$ cat src/rtl/mem_req_queue_pkg.sv
// Shared definitions for the EX->MEM memory request stage: memory op codes,
// kseg0/kseg1 mapping constants and small op-classification helpers.
package mem_req_queue_pkg;

   typedef enum logic [3:0] {
      EXE_NOP_OP = 4'd0,
      EXE_LB_OP  = 4'd1,
      EXE_LBU_OP = 4'd2,
      EXE_LH_OP  = 4'd3,
      EXE_LHU_OP = 4'd4,
      EXE_LW_OP  = 4'd5,
      EXE_LL_OP  = 4'd6,
      EXE_LWL_OP = 4'd7,
      EXE_LWR_OP = 4'd8,
      EXE_SB_OP  = 4'd9,
      EXE_SH_OP  = 4'd10,
      EXE_SW_OP  = 4'd11,
      EXE_SC_OP  = 4'd12,
      EXE_SWL_OP = 4'd13,
      EXE_SWR_OP = 4'd14
   } mem_op_e;

   // kseg0/kseg1 share the 2'b10 top bits; both map onto the low 512 MB
   localparam logic [1:0] KSEG01_SEL  = 2'b10;
   localparam int         KSEG_PHYS_W = 29;

   function automatic logic is_load(input logic [3:0] op);
      logic r;
      case (op)
         EXE_LB_OP, EXE_LBU_OP, EXE_LH_OP, EXE_LHU_OP,
         EXE_LW_OP, EXE_LL_OP, EXE_LWL_OP, EXE_LWR_OP: r = 1'b1;
         default:                                      r = 1'b0;
      endcase
      return r;
   endfunction

   function automatic logic is_store(input logic [3:0] op);
      logic r;
      case (op)
         EXE_SB_OP, EXE_SH_OP, EXE_SW_OP,
         EXE_SC_OP, EXE_SWL_OP, EXE_SWR_OP: r = 1'b1;
         default:                           r = 1'b0;
      endcase
      return r;
   endfunction

   // Unaligned-word ops (LWL/LWR/SWL/SWR) and byte ops can never fault
   function automatic logic misaligned(input logic [3:0] op, input logic [1:0] a);
      logic r;
      case (op)
         EXE_LH_OP, EXE_LHU_OP, EXE_SH_OP:          r = a[0];
         EXE_LW_OP, EXE_LL_OP, EXE_SW_OP, EXE_SC_OP: r = (a != 2'b00);
         default:                                    r = 1'b0;
      endcase
      return r;
   endfunction

endpackage

$ cat src/rtl/mem_req_queue_sync_fifo.sv
// Synchronous FIFO with extra-MSB pointers; head entry is visible
// combinationally on rdata_o while not empty.
module sync_fifo #(
   parameter int WIDTH = 8,
   parameter int DEPTH = 4
) (
   input  logic             clk,
   input  logic             rst,
   input  logic             push_i,
   input  logic [WIDTH-1:0] wdata_i,
   input  logic             pop_i,
   output logic [WIDTH-1:0] rdata_o,
   output logic             full_o,
   output logic             empty_o
);

   localparam int AW = $clog2(DEPTH);

   logic [WIDTH-1:0] mem_q [DEPTH];
   logic [AW:0]      wptr_q, wptr_d;
   logic [AW:0]      rptr_q, rptr_d;
   logic             do_push_s;
   logic             do_pop_s;

   assign full_o  = (wptr_q[AW] != rptr_q[AW]) && (wptr_q[AW-1:0] == rptr_q[AW-1:0]);
   assign empty_o = (wptr_q == rptr_q);
   assign rdata_o = mem_q[rptr_q[AW-1:0]];

   // Next pointer values; a push into a full FIFO or pop from an empty one is ignored
   always_comb begin
      do_push_s = push_i & ~full_o;
      do_pop_s  = pop_i & ~empty_o;
      wptr_d    = wptr_q + {{AW{1'b0}}, do_push_s};
      rptr_d    = rptr_q + {{AW{1'b0}}, do_pop_s};
   end

   // Pointer registers; reset empties the FIFO and discards any queued entries
   always_ff @(posedge clk) begin
      if (rst) begin
         wptr_q <= '0;
         rptr_q <= '0;
      end else begin
         wptr_q <= wptr_d;
         rptr_q <= rptr_d;
      end
   end

   // Entry storage; contents are only meaningful between the pointers
   always_ff @(posedge clk) begin
      if (do_push_s) begin
         mem_q[wptr_q[AW-1:0]] <= wdata_i;
      end
   end

endmodule

$ cat src/rtl/mem_req_queue.sv
// EX->MEM memory request stage: decodes load/store ops, builds byte enables
// and lane-aligned store data, checks alignment, maps kseg0/kseg1 addresses
// and queues requests toward the data bus.
module mem_req_queue
   import mem_req_queue_pkg::*;
#(
   parameter int DATA_W   = 32,
   parameter int DEPTH    = 4,
   parameter int KSEG_MAP = 1
) (
   input  logic                clk,
   input  logic                rst,
   input  logic                ex_valid_i,
   input  logic [3:0]          ex_op_i,
   input  logic [31:0]         ex_addr_i,
   input  logic [31:0]         ex_wdata_i,
   input  logic                ex_except_i,
   input  logic                llbit_i,
   input  logic                stall_i,
   input  logic                flush_i,
   output logic                req_valid_o,
   input  logic                req_ready_i,
   output logic                req_we_o,
   output logic [DATA_W/8-1:0] req_be_o,
   output logic [31:0]         req_addr_o,
   output logic [DATA_W-1:0]   req_wdata_o,
   output logic                adel_o,
   output logic                ades_o,
   output logic [31:0]         badvaddr_o,
   output logic                sc_fail_o,
   output logic [3:0]          ld_op_o,
   output logic [2:0]          ld_off_o,
   output logic                stall_req_o
);

   localparam int          BE_W      = DATA_W / 8;
   localparam int          OFF_W     = $clog2(BE_W);
   localparam int          ENT_W     = 2 + BE_W + 32 + DATA_W;
   localparam logic [31:0] ADDR_MASK = ~((32'd1 << OFF_W) - 32'd1);

   logic [1:0]        k_s;
   logic [2:0]        lane_s;
   logic              ld_s, st_s, mis_s, sc_drop_s;
   logic              accept_s, push_s, pop_s;
   logic [3:0]        be4_s;
   logic [31:0]       wd32_s;
   logic [BE_W-1:0]   be_s;
   logic [DATA_W-1:0] wdata_s;
   logic [31:0]       phys_s, addr_s;
   logic [ENT_W-1:0]  ent_in_s, ent_out_s;
   logic              full_s, empty_s, head_ld_s;

   logic        adel_q, adel_d;
   logic        ades_q, ades_d;
   logic        sc_fail_q, sc_fail_d;
   logic [31:0] badvaddr_q, badvaddr_d;
   logic        load_pending_q, load_pending_d;
   logic [3:0]  ld_op_q, ld_op_d;
   logic [2:0]  ld_off_q, ld_off_d;

   // Op classification, stall request and accept/enqueue qualification
   always_comb begin
      k_s         = ex_addr_i[1:0];
      ld_s        = is_load(ex_op_i);
      st_s        = is_store(ex_op_i);
      mis_s       = misaligned(ex_op_i, k_s);
      sc_drop_s   = (ex_op_i == EXE_SC_OP) & ~llbit_i;
      stall_req_o = full_s | load_pending_q | (ex_valid_i & ld_s & ~empty_s);
      accept_s    = ex_valid_i & ~stall_i & ~flush_i & ~ex_except_i & ~stall_req_o;
      push_s      = accept_s & (ld_s | st_s) & ~mis_s & ~sc_drop_s;
      pop_s       = req_valid_o & req_ready_i;
   end

   // Byte enables and store data within a 32-bit word, before lane placement
   always_comb begin
      case (ex_op_i)
         EXE_LB_OP, EXE_LBU_OP, EXE_SB_OP:            be4_s = 4'b0001 << k_s;
         EXE_LH_OP, EXE_LHU_OP, EXE_SH_OP:            be4_s = 4'b0011 << k_s;
         EXE_LW_OP, EXE_LL_OP, EXE_SW_OP, EXE_SC_OP:  be4_s = 4'b1111;
         EXE_LWL_OP, EXE_SWL_OP:                      be4_s = (4'b0010 << k_s) - 4'b0001;
         EXE_LWR_OP, EXE_SWR_OP:                      be4_s = 4'b1111 << k_s;
         default:                                     be4_s = 4'b0000;
      endcase
      case (ex_op_i)
         EXE_SB_OP:             wd32_s = {24'h000000, ex_wdata_i[7:0]} << {k_s, 3'b000};
         EXE_SH_OP:             wd32_s = {16'h0000, ex_wdata_i[15:0]} << {k_s, 3'b000};
         EXE_SW_OP, EXE_SC_OP:  wd32_s = ex_wdata_i;
         EXE_SWL_OP:            wd32_s = ex_wdata_i >> {(2'd3 - k_s), 3'b000};
         EXE_SWR_OP:            wd32_s = ex_wdata_i << {k_s, 3'b000};
         default:               wd32_s = 32'h0000_0000;
      endcase
   end

   // Lane placement on a 64-bit bus, kseg mapping and bus-width address alignment
   always_comb begin
      if (DATA_W == 64) begin
         lane_s = {ex_addr_i[2], 2'b00};
      end else begin
         lane_s = 3'd0;
      end
      be_s    = BE_W'(be4_s) << lane_s;
      wdata_s = DATA_W'(wd32_s) << {lane_s, 3'b000};
      if ((KSEG_MAP != 0) && (ex_addr_i[31:30] == KSEG01_SEL)) begin
         phys_s = {3'b000, ex_addr_i[KSEG_PHYS_W-1:0]};
      end else begin
         phys_s = ex_addr_i;
      end
      addr_s   = phys_s & ADDR_MASK;
      ent_in_s = {ld_s, st_s, be_s, addr_s, wdata_s};
   end

   sync_fifo #(
      .WIDTH (ENT_W),
      .DEPTH (DEPTH)
   ) u_fifo (
      .clk     (clk),
      .rst     (rst),
      .push_i  (push_s),
      .wdata_i (ent_in_s),
      .pop_i   (pop_s),
      .rdata_o (ent_out_s),
      .full_o  (full_s),
      .empty_o (empty_s)
   );

   assign req_valid_o = ~empty_s;
   assign {head_ld_s, req_we_o, req_be_o, req_addr_o, req_wdata_o} = ent_out_s;

   // Exception pulses, faulting address capture and in-flight load tracking
   always_comb begin
      adel_d    = accept_s & mis_s & ld_s;
      ades_d    = accept_s & mis_s & st_s;
      sc_fail_d = accept_s & sc_drop_s & ~mis_s;
      if (adel_d | ades_d) begin
         badvaddr_d = ex_addr_i;
      end else begin
         badvaddr_d = badvaddr_q;
      end
      if (push_s & ld_s) begin
         load_pending_d = 1'b1;
         ld_op_d        = ex_op_i;
         ld_off_d       = ex_addr_i[2:0];
      end else if (pop_s & head_ld_s) begin
         load_pending_d = 1'b0;
         ld_op_d        = ld_op_q;
         ld_off_d       = ld_off_q;
      end else begin
         load_pending_d = load_pending_q;
         ld_op_d        = ld_op_q;
         ld_off_d       = ld_off_q;
      end
   end

   // Status registers
   always_ff @(posedge clk) begin
      if (rst) begin
         adel_q         <= 1'b0;
         ades_q         <= 1'b0;
         sc_fail_q      <= 1'b0;
         badvaddr_q     <= 32'h0000_0000;
         load_pending_q <= 1'b0;
         ld_op_q        <= EXE_NOP_OP;
         ld_off_q       <= 3'd0;
      end else begin
         adel_q         <= adel_d;
         ades_q         <= ades_d;
         sc_fail_q      <= sc_fail_d;
         badvaddr_q     <= badvaddr_d;
         load_pending_q <= load_pending_d;
         ld_op_q        <= ld_op_d;
         ld_off_q       <= ld_off_d;
      end
   end

   assign adel_o     = adel_q;
   assign ades_o     = ades_q;
   assign sc_fail_o  = sc_fail_q;
   assign badvaddr_o = badvaddr_q;
   assign ld_op_o    = ld_op_q;
   assign ld_off_o   = ld_off_q;

endmodule

$ cat config.mk
export PLATFORM = sky130hd
export DESIGN_NAME = mem_req_queue
export DESIGN_NICKNAME = d
export VERILOG_FILES = /design/src/rtl/mem_req_queue_pkg.sv /design/src/rtl/mem_req_queue_sync_fifo.sv /design/src/rtl/mem_req_queue.sv
export SDC_FILE = /design/constraint.sdc
export NUM_CORES = 1
export LEC_CHECK = 0
export BUFFER_PORTS_ARGS = -buffer_cell sky130_fd_sc_hd__clkbuf_2
export CAP_MARGIN = 5
export CORE_ASPECT_RATIO = 1.25
export CORE_UTILIZATION = 57
export CTS_CLUSTER_DIAMETER = 50
export CTS_CLUSTER_SIZE = 12
export DETAILED_ROUTE_END_ITERATION = 8
export GPL_TIMING_DRIVEN = 0
export PLACE_DENSITY = 0.77
export SETUP_SLACK_MARGIN = 0.1
export SLEW_MARGIN = 20
export SYNTH_ARGS = -nofsm -noshare
export SYNTH_HDL_FRONTEND = slang
export SYNTH_SLANG_ARGS = --single-unit
$ cat constraint.sdc
create_clock -name clk -period 8.2 [get_ports clk]
set_clock_uncertainty 0.2 [all_clocks]
set_input_delay 0 -clock clk [delete_from_list [all_inputs] [get_ports clk]]
set_output_delay 0 -clock clk [all_outputs]
set_load 0.02 [all_outputs]
==> flow_metrics.env, run 1 <==
export IMPL_status="finished, final reports clean"
export IMPL_drt_iter0_drc=1143
export IMPL_ant_nets=0
export IMPL_cts_setup_buffers=0
export IMPL_hold_viol_final=0
export IMPL_fmax_mhz=226.8
export IMPL_postSynth_asyncResetShare=0
export IMPL_holdPathEnd="ld_op_o[3]"
export IMPL_slew_limit_headroom=0.4006
export IMPL_hp_class="in -> reg"
export IMPL_clk_path_buf_depth=3
export IMPL_gp_congestion=1.003
export IMPL_numCtsBuffers=34
export IMPL_synthAdderAreaFrac=0.003701
export IMPL_drv_cap=0
export IMPL_cts_tree="yes"
export IMPL_cp_num_buf_inv=9
export IMPL_r2r_end="u_fifo.mem_q[0][18]"
export IMPL_period_share=0.5377
export IMPL_cts_root_buf="clkbuf_16"
export IMPL_grt_overflow_total=0
export IMPL_ff2ff_path_depth=12
export IMPL_die_area_um2=24350
export IMPL_port_buffers=182
export IMPL_layout_nets=1274
export IMPL_avgSynthCellArea_um2=15.65
export IMPL_dpl_cell_area_um2=15130
export IMPL_yosys_top_cells_area="edfxtp_1 (60%), mux4_2 (12%), dfxtp_1 (7.3%)"
export IMPL_firstDrtPassIters=5
export IMPL_yosysTopAreaCell="edfxtp_1"
export IMPL_setup_viol=0
export IMPL_synth_cells=864
export IMPL_cp_top_family="buffers and inverters"
export IMPL_chipHeight_um=174.2
export IMPL_synth_yosys_seq_area_share=0.6765
export IMPL_critical_path_class="in -> reg"
export IMPL_synth_top_family_by_area="multiplexers"
export IMPL_yosysMostFrequentCell="edfxtp_1"
export IMPL_netlist_area_um2=13520
export IMPL_floorplan_initialDensity=0.5850
export IMPL_grt_pass1_wl_um=54140
export IMPL_synth_common_cells="edfxtp_1 (272), mux4_2 (72), a21oi_1 (68), o21ai_0 (65), dfxtp_1 (49)"
export IMPL_insertion_delay_ps=500
export IMPL_grt_pass1_vias=9521
export IMPL_ys_ff_latch=321
export IMPL_synth_top_cell_area_share=0.6039
export IMPL_grt_max_degree=43
export IMPL_antenna_found_initial=0
export IMPL_area_delta_synth_final_pct=25.50
export IMPL_wirelength_um=35490
export IMPL_synth_simple_gate_area_frac=0.06448
export IMPL_hold_depth=5
export IMPL_drv_slew=0
export IMPL_drc=0
export IMPL_r2r_slack_ps=4250
export IMPL_irDropWorstVdd_uv=181.1
export IMPL_crit_chain="dlygate4sd3_1 -> buf_6 -> or3_4 -> xnor2_4 -> dlygate4sd3_1 -> inv_2 -> a311oi_4 -> nand3_4 -> nor3_2 -> buf_6 -> buf_6 -> buf_6 -> buf_4 -> buf_4"
export IMPL_synth_cell_types=66
export IMPL_endpoint_kind="flop"
export IMPL_critPathArrivalTime_ps=4400
export IMPL_dp_hpwl_um=23450
export IMPL_row_count=62
export IMPL_instances_no_fill=1500
export IMPL_die_w_um=139.8
export IMPL_antenna_cells=0
export IMPL_ctsHoldBuffers=85
export IMPL_rsz0062_at_grt="false"
export IMPL_synth_ff_type="edfxtp_1"
export IMPL_p_leak_uw=0.005958
export IMPL_worstHoldStart="ex_except_i"
export IMPL_fin_crit_ps=4409
export IMPL_crit_path_frequent_cell="buf_6"
export IMPL_startpoint_type="primary input"
export IMPL_placeableCoreArea_um2=23120
export IMPL_crit_path_max_fanout=9
export IMPL_viasPerCell=6.303
export IMPL_ioPinCount=189
export IMPL_synth_xor_area_frac=0.005273
export IMPL_powerDensity_nw_per_um2=205.1
export IMPL_worst_pin_slew_ps=899.2
export IMPL_post_cts_resized=0
export IMPL_num_vias=9455
export IMPL_synth_compound_area_share=0.09298
export IMPL_cts_sinks=321
export IMPL_slowest_delay_ps=670
export IMPL_critical_path_slowest_cell="dlygate4sd3_1"
export IMPL_drive_gt1_frac=0.2979
export IMPL_postLayoutCellArea_um2=16970
export IMPL_track_usage=0.2955
export IMPL_place_inst=1361
export IMPL_clk_pin_slew_worst_paths_ps=60
export IMPL_h_tree_depth=2
export IMPL_synthMuxAreaShare=0.1306
export IMPL_synth_edf_count=272
export IMPL_worstPathRequired_ps=8190
export IMPL_wire_per_inst_um=23.66
export IMPL_worstReg2RegStart="u_fifo.rptr_q[0]"
export IMPL_ys_warnings_count=0
-- layout by cell type, fill, tap and decap left out, types with 5 or more instances in the layout --
cell           count
mux2i_1           10
clkbuf_1          54
clkbuf_2         183
mux4_2            72
a22oi_1            5
o21ai_0           65
dlygate4sd3_1     85
buf_6             17
a221o_1           13
buf_4             12
nand3_1           44
a31oi_1            5
edfxtp_1         272
nor2_1            24
and2_1             5
a22o_1             7
clkbuf_16         35
inv_1              5
nand4_1            6
a21oi_1           68
buf_1              9
buf_2             10
nand2b_1           5
nor2b_1            9
dfxtp_1           49
nor3_1             9
nand2_1           42
-- worst register-to-register path, stage by stage (launching register included) --
cell	delay, ps
dfxtp_1	330
clkbuf_1	330
xnor2_1	170
and3_1	190
clkbuf_1	160
a311oi_4	530
nand3_4	200
nor3_2	530
buf_6	250
buf_6	170
buf_6	160
buf_4	200
buf_4	220
-- power by group --
group / total, uW / internal (uW) / switching [uW]
Clock: 1400 / 817 / 587
Combinational: 296 / 117 / 178
Sequential: 1780 / 1780 / 2.92
-- sequential cells by signal, indices dropped and copies added (netlist names) --
register / flops
adel_o: 1
ades_o: 1
badvaddr_o: 32
ld_off_o: 3
ld_op_o: 4
load_pending_q: 1
sc_fail_o: 1
u_fifo.mem_q: 272
u_fifo.rptr_q: 3
u_fifo.wptr_q: 3
-- area by class of cell --
type | count | area, um^2
Clock buffer | 48 | 924.6
Timing Repair Buffer | 293 | 2064
Buffer | 70 | 329.1
Clock inverter | 6 | 67.56
Tap cell | 288 | 360.3
Inverter | 7 | 26.28
Fill cell | 1456 | 6145
Multi-Input combinational cell | 467 | 4051
Sequential cell | 321 | 9149
-- worst max-delay path by stage --
stage | from | to | slack [ps] | depth (start not counted)
floorplan | u_fifo.rptr_q[0] | u_fifo.mem_q[1][0] | 770 | 7
CTS | ex_op_i[0] | u_fifo.mem_q[0][65] | 3810 | 14
detailed placement | u_fifo.rptr_q[0] | u_fifo.mem_q[0][26] | 4170 | 12
global placement | u_fifo.rptr_q[0] | u_fifo.mem_q[1][25] | -3430 | 7
global route | ex_op_i[0] | u_fifo.mem_q[0][65] | 3680 | 14
finish | ex_op_i[0] | u_fifo.mem_q[0][18] | 3790 | 14
-- cell families after synthesis --
family | after synthesis
buffers and inverters | 77
XOR/XNOR | 6
multiplexers | 86
AO/OA/AOI/OAI | 200
other | 1
flip-flops | 321
adder cells (fa/ha/maj) | 4
AND/OR/NAND/NOR | 169
-- per-layer routing --
metal,global-route usage,wire [um],vias up
met5,0,0,-
met4,0.1255,1236,0
met3,0.04380,3131,93
met2,0.5010,17900,606
met1,0.3825,13230,4640
li1,-,-,4116
-- stage by stage --
stage	hold WS, ps	TNS (ps)	setup slack (ps)	power, uW	utilization
2_1_floorplan	-101.1	0	772.7	1971	-
3_3_place_gp	38.56	-428950	-3430	2068	0.6402
3_5_place_dp	40.10	0	4165	2071	0.6544
4_1_cts	0.2477	0	3805	3489	0.7341
5_1_grt	43.70	0	3681	3568	0.7342
6_report	34.45	0	3791	3480	0.7342
Note: power is estimated with default switching activity, not from simulation.
==> run 2: changes to the inputs <==
==> constraint.sdc (replaced) <==
create_clock -name clk -period 4.2 [get_ports clk]
set_clock_uncertainty 0.2 [all_clocks]
set_input_delay 0 -clock clk [delete_from_list [all_inputs] [get_ports clk]]
set_output_delay 0 -clock clk [all_outputs]
set_load 0.02 [all_outputs]
==> run 2 against run 1 <==
Setup slack got worse by 3300 ps. Cell area decreased by 0.26%. Worst hold slack better by 16 ps. Clock power rose by 92%. Combinational power is 93% higher. First-iteration DRC count down 19%. Die area is the same. Via count decreased by 1.7%. Sequential power increased by 96%. Total power increased by 94%. Utilization down 0.19 points. Flip-flop and latch count unchanged. Critical endpoint is now u_fifo.mem_q[0][15].
==> flow_metrics.env, run 2 (same netlist as run 1, synthesis figures left out) <==
export IMPL_viasPerCell=6.215
export IMPL_drt_iter0_drc=928
export IMPL_hold_viol_final=0
export IMPL_die_area_um2=24350
export IMPL_r2r_slack_ps=500
export IMPL_period_share=0.8806
export IMPL_setup_viol=0
export IMPL_layout_nets=1265
export IMPL_critical_path_slowest_cell="nor3_4"
export IMPL_power_uw=6738
export IMPL_clkPwrFrac=0.399
export IMPL_cts_tree="yes"
export IMPL_gp_congestion=0.9805
export IMPL_die_w_um=139.8
export IMPL_sequentialPowerShare=0.516
export IMPL_worstPathRequired_ps=4200
export IMPL_cts_sinks=321
export IMPL_slowest_delay_ps=620
export IMPL_slew_limit_headroom=0.2862
export IMPL_chipHeight_um=174.2
export IMPL_drv_slew=0
export IMPL_port_buffers=182
export IMPL_ant_nets=0
export IMPL_place_inst=1354
export IMPL_cts_setup_buffers=0
export IMPL_worst_pin_slew_ps=1071
export IMPL_wire_per_inst_um=23.56
export IMPL_clk_path_buf_depth=3
export IMPL_clk_pin_slew_worst_paths_ps=60
export IMPL_numCtsBuffers=34
export IMPL_grt_max_degree=43
export IMPL_fin_crit_ps=3698
export IMPL_drive_gt1_frac=0.2927
export IMPL_track_usage=0.2956
export IMPL_h_tree_depth=2
export IMPL_p_sw_uw=1492
export IMPL_crit_path_frequent_cell="buf_8"
export IMPL_startpoint_type="flop"
export IMPL_ioPinCount=189
export IMPL_row_count=62
export IMPL_drc=0
export IMPL_floorplan_initialDensity=0.5850
export IMPL_insertion_delay_ps=510
export IMPL_hp_class="in -> reg"
export IMPL_grt_pass1_wl_um=53940
export IMPL_p_sw_frac=0.2214
export IMPL_irDropWorstVdd_uv=339.8
export IMPL_status="finished, final reports clean"
export IMPL_firstDrtPassIters=7
export IMPL_drv_cap=0
export IMPL_rsz0062_at_grt="false"
export IMPL_num_vias=9292
export IMPL_critical_path_class="reg -> reg"
export IMPL_wirelength_um=35220
export IMPL_internal_power_uw=5246
export IMPL_grt_pass1_vias=9431
export IMPL_p_leak_uw=0.005900
export IMPL_postLayoutCoreUtil=0.7323
export IMPL_placeableCoreArea_um2=23120
export IMPL_crit_path_max_fanout=13
export IMPL_p_comb_frac=0.085
export IMPL_largest_reg_flops=272
export IMPL_crit_chain="clkbuf_1 -> xnor2_1 -> and3_1 -> clkbuf_1 -> a311oi_4 -> nand3_4 -> nor3_4 -> buf_8 -> buf_8 -> buf_8"
export IMPL_area_delta_synth_final_pct=25.17
export IMPL_critPathArrivalTime_ps=3700
export IMPL_cts_root_buf="clkbuf_16"
export IMPL_powerDensity_nw_per_um2=398.0
export IMPL_fmax_mhz=270.4
export IMPL_mostFrequentLayoutCells="edfxtp_1 (272), clkbuf_2 (182), dlygate4sd3_1 (83)"
export IMPL_antenna_found_initial=1
export IMPL_instances_no_fill=1495
export IMPL_grt_overflow_total=0
export IMPL_final_common_cell="edfxtp_1"
export IMPL_endpoint_kind="flop"
export IMPL_dp_hpwl_um=23300
==> run 2: cell count changes in the layout (fill, tap and decap cells not counted), moves of 2 or more <==
cell	previous run	this run
clkbuf_1	54	58
dlygate4sd3_1	85	83
buf_8	3	12
buf_4	12	3
buf_6	17	11
==> run 2: path summary, 6_finish.rpt <==
path	startpoint	end	depth (start not counted)
worst min register to register	badvaddr_o[3]	badvaddr_o[3]	2
worst max-delay path	u_fifo.rptr_q[0]	u_fifo.mem_q[0][15]	10
worst max register to register	u_fifo.rptr_q[0]	u_fifo.mem_q[0][15]	10
worst min-delay path	flush_i	badvaddr_o[11]	6
==> run 2: power by group through the flow <==
stage / combinational (uW) / sequential, uW / clock, uW
finish: 571 / 3480 / 2690
global route: 606 / 3480 / 2840
CTS: 561 / 3480 / 2720
detailed placement: 498 / 3540 / 0
global placement: 489 / 3550 / 0
floorplan: 299 / 3550 / 0
==> run 2: timing repair <==
| action | CTS | global route |
|---|---|---|
| gates resized for setup | 0 | 0 |
| hold endpoints to repair | 307 | 0 |
| hold buffers | 83 | 0 |
==> run 2: per-layer routing <==
| metal | up-vias | routed length, um | GRT usage |
|---|---|---|---|
| li1 | 4099 | - | - |
| met1 | 4639 | 13200 | 0.3786 |
| met2 | 475 | 18190 | 0.5142 |
| met3 | 79 | 2781 | 0.04463 |
| met4 | 0 | 1051 | 0.1044 |
| met5 | - | 0 | 0 |
==> run 2: worst max-delay path, delay by kind of cell (launching register included) <==
| family | cells | cell delay (ps) |
|---|---|---|
| buffers and inverters | 5 | 1140 |
| AND/OR/NAND/NOR | 3 | 1030 |
| AO/OA/AOI/OAI | 1 | 520 |
| flip-flops | 1 | 330 |
| XOR/XNOR | 1 | 170 |
==> run 2: metrics by stage <==
step | setup TNS [ps] | setup slack [ps] | hold WS [ps] | instance area, um^2
2_1_floorplan | 0 | 113.6 | -101.1 | 13560
3_3_place_gp | -382970 | -1517 | 32.26 | 14830
3_5_place_dp | 0 | 394.7 | 44.42 | 15110
4_1_cts | 0 | 452.9 | 37.61 | 16930
5_1_grt | 0 | 267.8 | 76.93 | 16930
6_report | 0 | 501.6 | 50.11 | 16930
==> run 2: final cells by class <==
class,count,area (um^2)
sequential,321,9149
fill,1457,6188
multi-input combinational,467,4064
timing repair buffer,284,2017
clock buffer,52,939.7
tap,288,360.3
buffer,70,327.8
clock inverter,5,42.54
inverter,7,26.28
antenna,1,2.502
